File: config.mk
export PLATFORM = sky130hd
export DESIGN_NAME = dmem_copier
export DESIGN_NICKNAME = d
export VERILOG_FILES = /design/src/rtl/dmem_copier_pkg.sv /design/src/rtl/dmem_copier.sv
export SDC_FILE = /design/constraint.sdc
export NUM_CORES = 1
export LEC_CHECK = 0
export BUFFER_PORTS_ARGS = -buffer_cell sky130_fd_sc_hd__clkbuf_2
export CAP_MARGIN = 20
export CELL_PAD_IN_SITES_DETAIL_PLACEMENT = 0
export CELL_PAD_IN_SITES_GLOBAL_PLACEMENT = 1
export CORE_MARGIN = 3
export CORE_UTILIZATION = 35
export DETAILED_ROUTE_END_ITERATION = 12
export PLACE_DENSITY_LB_ADDON = 0.1
export SLEW_MARGIN = 5
export SYNTH_ARGS = -nofsm -noshare
export SYNTH_HDL_FRONTEND = slang
export SYNTH_SLANG_ARGS = --single-unit
File: constraint.sdc
create_clock -name clock -period 4.69 [get_ports clock]
set_input_delay 0.7035 -clock clock [delete_from_list [all_inputs] [get_ports clock]]
set_output_delay 0.7035 -clock clock [all_outputs]
set_load 0.01 [all_outputs]
File: src/rtl/dmem_copier_pkg.sv
// Shared types and constants for the dmem_copier block-copy engine.
package dmem_copier_pkg;

  typedef enum logic [1:0] {IDLE, READ, WRITE, FINISH} copier_state_t;

  localparam int WORD_BYTES = 4;

endpackage

File: src/rtl/dmem_copier.sv
// dmem_copier: bus initiator that copies a block of words inside the data memory.
// Define FILL_MODE_EN to add the fill/fill_value ports that write a constant instead of copying.
module dmem_copier
  import dmem_copier_pkg::*;
#(
  parameter int Nloc  = 64,
  parameter int Dbits = 32,
  localparam int AW = $clog2(Nloc) + 2,
  localparam int CW = $clog2(Nloc) + 1
) (
  input  logic             clock,
  input  logic             reset,
  input  logic             start,
  input  logic [AW-1:0]    src_addr,
  input  logic [AW-1:0]    dst_addr,
  input  logic [CW-1:0]    count,
`ifdef FILL_MODE_EN
  input  logic             fill,
  input  logic [Dbits-1:0] fill_value,
`endif
  output logic             busy,
  output logic             done,
  output logic             mem_wr,
  output logic [AW-1:0]    mem_addr,
  output logic [Dbits-1:0] mem_din,
  input  logic [Dbits-1:0] mem_dout
);

  localparam logic [AW-1:0] ADDR_MASK = ~AW'(WORD_BYTES - 1);

  copier_state_t    r_state;
  copier_state_t    w_next_state;
  logic [AW-1:0]    r_src;
  logic [AW-1:0]    r_dst;
  logic [CW-1:0]    r_count;
  logic [Dbits-1:0] r_data;
  logic             w_start_fill;
  logic             w_fill_active;

`ifdef FILL_MODE_EN
  logic r_fill;
  assign w_start_fill  = fill;
  assign w_fill_active = r_fill;
`else
  assign w_start_fill  = 1'b0;
  assign w_fill_active = 1'b0;
`endif

  always_ff @(posedge clock) begin
    if (reset) begin
      r_state <= IDLE;
    end else begin
      r_state <= w_next_state;
    end
  end

  // Addresses wrap modulo the memory size because the registers are exactly AW bits wide.
  always_ff @(posedge clock) begin
    if (reset) begin
      r_src   <= '0;
      r_dst   <= '0;
      r_count <= '0;
      r_data  <= '0;
`ifdef FILL_MODE_EN
      r_fill  <= 1'b0;
`endif
    end else begin
      case (r_state)
        IDLE: begin
          if (start) begin
            r_src   <= src_addr & ADDR_MASK;
            r_dst   <= dst_addr & ADDR_MASK;
            r_count <= count;
`ifdef FILL_MODE_EN
            r_fill  <= fill;
            if (fill) begin
              r_data <= fill_value;
            end
`endif
          end
        end
        READ: begin
          r_data <= mem_dout;
        end
        WRITE: begin
          r_src   <= r_src + AW'(WORD_BYTES);
          r_dst   <= r_dst + AW'(WORD_BYTES);
          r_count <= r_count - CW'(1);
        end
        default: begin
        end
      endcase
    end
  end

  always_comb begin
    w_next_state = r_state;
    case (r_state)
      IDLE: begin
        if (start) begin
          if (count == '0) begin
            w_next_state = FINISH;
          end else if (w_start_fill) begin
            w_next_state = WRITE;
          end else begin
            w_next_state = READ;
          end
        end
      end
      READ: begin
        w_next_state = WRITE;
      end
      WRITE: begin
        if (r_count > CW'(1)) begin
          w_next_state = w_fill_active ? WRITE : READ;
        end else begin
          w_next_state = FINISH;
        end
      end
      FINISH: begin
        w_next_state = IDLE;
      end
      default: begin
        w_next_state = IDLE;
      end
    endcase
  end

  // Reset gates the outputs directly so a write in flight during the reset cycle never lands.
  always_comb begin
    busy     = 1'b0;
    done     = 1'b0;
    mem_wr   = 1'b0;
    mem_addr = '0;
    mem_din  = '0;
    if (!reset) begin
      case (r_state)
        READ: begin
          busy     = 1'b1;
          mem_addr = r_src;
        end
        WRITE: begin
          busy     = 1'b1;
          mem_wr   = 1'b1;
          mem_addr = r_dst;
          mem_din  = r_data;
        end
        FINISH: begin
          done = 1'b1;
        end
        default: begin
        end
      endcase
    end
  end

endmodule
==> flow_summary.toml, run 1 <==
[outcome]
status = "finished clean"

[power]
vdd_drop_max_v = 0.000138
p_per_area_nw_per_um2 = 465
total_power_mw = 1.55
internal_power_mw = 0.944
switching_share_pct = 39.1
power_frac_seq_pct = 42.1
switchingPower_mw = 0.607
p_leak_nw = 1.45
combPwrFrac_pct = 41.0
clock_power_share_pct = 16.8

[drt]
wirelength_um = 6930
drc = 0
vias = 2456
antenna_left = 0
first_iter_violations = 58
dr.pass1.iters = 4
wl_per_cell_um = 13.9
viasPerCell = 4.92

[floorplan]
initial_utilization_pct = 37.0
die_y_um = 94.7
rows = 31
core-area_sq_um = 7450
ios = 101
die_w_um = 94.7
dieArea_sq_um = 8970

[placement]
place.gp.congestion = 0.745
io_buffers = 94
placed_area_sq_um = 3250
dpl.hpwl_um = 4800

[global_routing]
grt_util_all_layers_pct = 15.4
grt_pass1_wl_um = 11000
antenna_found_initial = 0
grt-ovfl-total = 0
grt_pass1_vias = 2280
grt_max_degree = 42

[cts]
cts_resized = 0
clockBufferDepth = 2
path_clk_slew_ns = 0.10
cts_max_level = 2
cts.sinks = 53
holdBufCountCts = 0
clockRootBuffer = "clkbuf_8"
postCtsSetupBuffers = 0
numCtsBuffers = 5
cts_tree = "built"
clk_latency_ns = 0.31

[finish]
nets = 465
syn_to_final_growth_pct = 21.0
fin_util_pct = 44.8
design_area_sq_um = 3330
n_fill_cell = 801
antenna_cells = 0
layout-drive-gt1-share_pct = 29.3

[sta]
finalSetupTns_ns = 0
period_share_pct = 63.8
slew_headroom_pct = 54.3
setup_violations = 0
min_period_ns = 2.99
fmax_mhz = 334
tightest_slew_ns = 0.686
rsz0062_at_grt = "no"
fin_skew_ns = 0.00320
finalHoldViolCount = 0
whs_ns = 0.489
drv_slew = 0

[critical_path]
worstSetupPathType = "flop to primary output"
critPathArrivalTime_ns = 2.29
critPathLaunchType = "flop"
crit_path_end_kind = "primary output"
required_ns = 3.99
crit_fanout = 35

[synthesis]
yosysTopAreaCell = "dfxtp_1"
synth_edf_count = 0
synthArstFlopShare_pct = 0
synth_top_area_share_pct = 38.5
ys_types = 45
synth.avg_cell_area_sq_um = 8.69
synth_area_sq_um = 2760
synth.yosys.seq_area_share_pct = 38.5
synth.area.top_cells = "dfxtp_1, mux2i_1, and2_1"
synth_top_flop_cell = "dfxtp_1"
ys_warn_count = 0
synthCells = 317
ys_ff_latch = 53

[job]
cap_violations = 0

[worst_hold_path]
hold_class = "flop to flop"
==> flip-flops by register name (all words and copies together), names as in the netlist <==
| signal | cells |
|---|---|
| r_count | 7 |
| r_data | 32 |
| r_dst | 6 |
| r_src | 6 |
| r_state | 2 |
==> logic make-up (layout without fill, tap and decap cells) <==
group           count (synthesis)  count (layout)  share of synthesized area, %
other cells                     1               2                         0.136
compound gates                 64              64                          16.2
simple gates                  120             120                          21.7
fa+ha+maj                       8               8                          3.63
buf+inv                        35             117                          6.58
flops                          53              53                          38.5
mux                            36              36                          13.3
==> metal layers <==
layer / vias to the layer above / global-route usage (%) / wire (um)
met5: - / 0 / 0
met4: 0 / 3.97 / 65
met3: 7 / 4.46 / 477
met2: 64 / 26.2 / 3320
met1: 1129 / 18.9 / 3070
li1: 1256 / - / -
==> critical path: stages (launching register included) <==
cell and delay, ns:
dfxtp_1 0.36, inv_1 0.09, ha_1 0.14, buf_4 0.34
inv_2 0.27, nor2_1 0.16, buf_4 0.29, and2_1 0.18
clkbuf_2 0.13
==> synthesized netlist by cell type, types with 3 or more instances <==
cell type  count
dfxtp_1       53
ha_1           8
a22oi_1        9
clkbuf_1       9
nand3_1        6
nand2_1       10
nor2_1        48
buf_6          4
o32ai_1        5
buf_1          3
o21ai_0       10
mux2i_1       34
buf_2          4
a21oi_1       18
a31oi_1        3
a311oi_1       3
nand2b_1       5
nor3_1         9
inv_1         10
buf_4          4
and2_1        32
==> metrics by stage <==
step	instances	worst slack (ns)
final	499	1.70
after global placement	491	2.00
after CTS	499	1.63
after detailed placement	491	1.98
after floorplan	318	2.59
after global routing	499	1.43
==> layout by cell type (no fill, tap or decap), types with 2 or more instances in the layout <==
master and count:
clkbuf_2 94, dfxtp_1 53, nor2_1 48, mux2i_1 34, and2_1 32, a21oi_1 18, inv_1 10, o21ai_0 10
nand2_1 10, a22oi_1 9, nor3_1 9, ha_1 7, nand3_1 6, nand2b_1 5, o32ai_1 5, clkbuf_8 5
buf_4 4, a31oi_1 3, a311oi_1 3, and3_1 2, o2bb2ai_1 2, a211oi_1 2, or2_2 2, o21a_1 2
o41ai_1 2, conb_1 2, clkinvlp_4 2
==> final cells by class <==
class / count / area (sq um) / area share, %
clock buffers: 6 / 72.6 / 2.18
clock inverters: 2 / 15.0 / 0.450
inverters: 11 / 41.3 / 1.24
multi-input cells: 230 / 1520 / 45.6
flip-flops and latches: 53 / 1060 / 31.8
well taps: 99 / 124 / 3.72
repair buffers: 98 / 500 / 15.0
==> power groups by stage <==
stage	logic, mW	clock network, mW	registers [mW]
after floorplan	0.535	0	0.638
after global placement	0.640	0	0.659
after detailed placement	0.648	0	0.663
after CTS	0.650	0.276	0.653
after global routing	0.724	0.288	0.670
final	0.636	0.261	0.653
==> final timing paths <==
| path | from | to | slack (ns) | cells after the start |
|---|---|---|---|---|
| setup / recovery | r_state[0]$_SDFFE_PP0P_ | mem_din[4] | 1.70 | 8 |
| hold / removal | r_data[29]$_SDFFE_PP0N_ | r_data[29]$_SDFFE_PP0N_ | 0.49 | 2 |
| setup reg to reg | r_state[0]$_SDFFE_PP0P_ | r_count[6]$_SDFFE_PP0P_ | 2.72 | 7 |
| hold reg to reg | r_data[29]$_SDFFE_PP0N_ | r_data[29]$_SDFFE_PP0N_ | 0.49 | 2 |
Power figures use the tool's default switching activity.
==> run 2: changes to the inputs <==
--- a/config.mk
+++ b/config.mk
@@ -5,12 +5,13 @@
 export SDC_FILE = /design/constraint.sdc
 export NUM_CORES = 1
 export LEC_CHECK = 0
+export ABC_AREA = 1
 export BUFFER_PORTS_ARGS = -buffer_cell sky130_fd_sc_hd__clkbuf_2
 export CAP_MARGIN = 20
 export CELL_PAD_IN_SITES_DETAIL_PLACEMENT = 0
 export CELL_PAD_IN_SITES_GLOBAL_PLACEMENT = 1
 export CORE_MARGIN = 3
-export CORE_UTILIZATION = 35
+export CORE_UTILIZATION = 30
 export DETAILED_ROUTE_END_ITERATION = 12
 export PLACE_DENSITY_LB_ADDON = 0.1
 export SLEW_MARGIN = 5
==> constraint.sdc (replaced) <==
create_clock -name clock -period 2.65 [get_ports clock]
set_input_delay 0.3975 -clock clock [delete_from_list [all_inputs] [get_ports clock]]
set_output_delay 0.3975 -clock clock [all_outputs]
set_load 0.01 [all_outputs]
==> run 2 against run 1 <==
Area after synthesis increased by 4.3%. Sequential share of layout area decreased by 1.7 points. Synthesized cell count increased by 41%. Critical path type unchanged. Worst hold slack got worse by 0.19 ns. Critical endpoint is now mem_din[7]. Critical path depth decreased by 2. Largest power group is now combinational cells. Sequential power increased by 110%. Sequential cell count unchanged. Count of clock-buffer cells in the layout decreased by 1. Wire length increased by 21%. Non-clock buffer count increased by 6. Die area increased by 20%. Global-route usage about the same. Largest cell class unchanged.
==> flow_summary.toml, run 2 <==
[outcome]
status = "finished clean"

[sta]
rsz0062_at_grt = "no"
drv_slew = 0
fin_skew_ns = 0.00250
period_share_pct = 88.8
slew_headroom_pct = 57.9
finalHoldViolCount = 0
tightest_slew_ns = 0.631
finalSetupTns_ns = 0
setup_violations = 0
fmax_mhz = 425
min_period_ns = 2.35

[power]
combPwrFrac_pct = 46.9
p_leak_nw = 1.66
p_per_area_nw_per_um2 = 982
switchingPower_mw = 1.57
vdd_drop_max_v = 0.000334
internal_power_mw = 1.89
clock_power_share_pct = 13.9
switching_share_pct = 45.3
power_frac_seq_pct = 39.2

[placement]
place.gp.congestion = 0.743
io_buffers = 94
dpl.hpwl_um = 5700

[cts]
cts_max_level = 2
cts_resized = 0
cts.sinks = 53
clockBufferDepth = 2
holdBufCountCts = 0
clockRootBuffer = "clkbuf_8"
clk_latency_ns = 0.31
numCtsBuffers = 5
postCtsSetupBuffers = 0
path_clk_slew_ns = 0.10
cts_tree = "built"

[finish]
top_register = "r_data"
nets = 595
syn_to_final_growth_pct = 22.6
reg.largest.list = "r_data: 32 flops, r_count: 7 flops"
fin_util_pct = 38.0
mostFrequentLayoutCell = "nor2_1"
antenna_cells = 0
layout-drive-gt1-share_pct = 23.4
largest_reg_flops = 32
final_cell_mix = "nor2_1, nand2_1, clkbuf_2, dfxtp_1, o21ai_0"

[synthesis]
synthCells = 447
ys_types = 33
synthArstFlopShare_pct = 0
yosysMostFrequentCell = "nor2_1"
ys_top_cells_by_count = "nor2_1, nand2_1, dfxtp_1"
synth_edf_count = 0
synth.area.top_cells = "dfxtp_1, nor2_1, nand2_1"
synth_top_flop_cell = "dfxtp_1"
ys_warn_count = 0
ys_ff_latch = 53
synth_area_sq_um = 2870
synth_top_area_share_pct = 36.9
synth.avg_cell_area_sq_um = 6.43
yosysTopAreaCell = "dfxtp_1"
synth.yosys.seq_area_share_pct = 36.9

[global_routing]
antenna_found_initial = 0
grt_pass1_wl_um = 13800
grt-ovfl-total = 0
grt_pass1_vias = 2819
grt_max_degree = 44
grt_util_all_layers_pct = 15.3

[critical_path]
required_ns = 2.25
crit_path_end_kind = "primary output"
worstSetupPathType = "flop to primary output"
crit_fanout = 25
critPathLaunchType = "flop"
critPathArrivalTime_ns = 1.96

[drt]
vias = 2998
dr.pass1.iters = 4
wirelength_um = 8370
viasPerCell = 4.55
drc = 0
antenna_left = 0
wl_per_cell_um = 12.7
first_iter_violations = 63

[floorplan]
die_y_um = 104
core-area_sq_um = 9280
ios = 101
die_w_um = 104
rows = 35
dieArea_sq_um = 10800
initial_utilization_pct = 31.0

[job]
cap_violations = 0

[worst_hold_path]
hold_class = "input pin to flop"
run 2: changes by cell type after synthesis, moves of 7 or more:
cell / previous run / this run
a22oi_1: 9 / 0
and2_1: 32 / 0
buf_2: 4 / 11
inv_1: 10 / 24
mux2i_1: 34 / 0
nand2_1: 10 / 99
nor2_1: 48 / 123
nor3_1: 9 / 1
o21ai_0: 10 / 43
run 2: area by class of cell:
cell class	count	area, sq um
repair buffers	104	558
inverters	25	93.8
flip-flops and latches	53	1060
well taps	129	161
clock buffers	5	68.8
clock inverters	3	21.3
fillers	1100	5760
multi-input cells	340	1560
run 2: path summary, 6_finish.rpt:
check	start	to	slack, ns	cells after the start
max	r_state[0]$_SDFFE_PP0P_	mem_din[7]	0.30	6
min	mem_dout[12]	r_data[12]$_SDFFE_PP0N_	0.30	3
max reg2reg	r_state[0]$_SDFFE_PP0P_	r_count[0]$_SDFFE_PP0P_	0.60	6
min reg2reg	r_count[4]$_SDFFE_PP0P_	r_count[4]$_SDFFE_PP0P_	0.49	2
run 2: critical path, stage by stage, from the launching register on:
cell      delay (ns)
dfxtp_1         0.35
inv_1           0.09
ha_2            0.50
buf_4           0.35
nand2_1         0.09
nor2_1          0.10
clkbuf_2        0.16
run 2: cell families (layout without fill, tap and decap cells):
family | count (synthesis) | after routing | share of synthesized area [%]
and+or+nand+nor | 241 | 241 | 32.7
AOI/OAI and AO/OA | 89 | 89 | 17.8
other | 1 | 2 | 0.130
adders and majority gates | 8 | 8 | 3.48
DFF | 53 | 53 | 36.9
buffers and inverters | 55 | 137 | 9.01
run 2: per-layer routing:
| layer | share of wire, % | global-route usage, % |
|---|---|---|
| met2 | 47 | 25.7 |
| met1 | 47 | 19.7 |
| met3 | 5.1 | 4.03 |
| met5 | 0 | 0 |
| met4 | 0.98 | 3.80 |
run 2: stage by stage:
step / hold slack (ns) / total power, mW / worst slack, ns / std cells / instance area [sq um]
2_1_floorplan: 0.448 / 2.58 / 1.01 / 448 / 2880
3_3_place_gp: 0.468 / 3.00 / 0.622 / 651 / 3430
3_5_place_dp: 0.473 / 3.02 / 0.590 / 651 / 3430
4_1_cts: 0.290 / 3.52 / 0.235 / 659 / 3520
5_1_grt: 0.288 / 3.79 / 0.0935 / 659 / 3520
6_report: 0.303 / 3.46 / 0.296 / 659 / 3520
run 2: power by group through the flow:
| stage | clock network, mW | logic, mW | registers [mW] |
|---|---|---|---|
| finish | 0.481 | 1.62 | 1.36 |
| global route | 0.532 | 1.86 | 1.41 |
| CTS | 0.506 | 1.66 | 1.36 |
| detailed placement | 0 | 1.65 | 1.37 |
| global placement | 0 | 1.64 | 1.36 |
| floorplan | 0 | 1.26 | 1.32 |
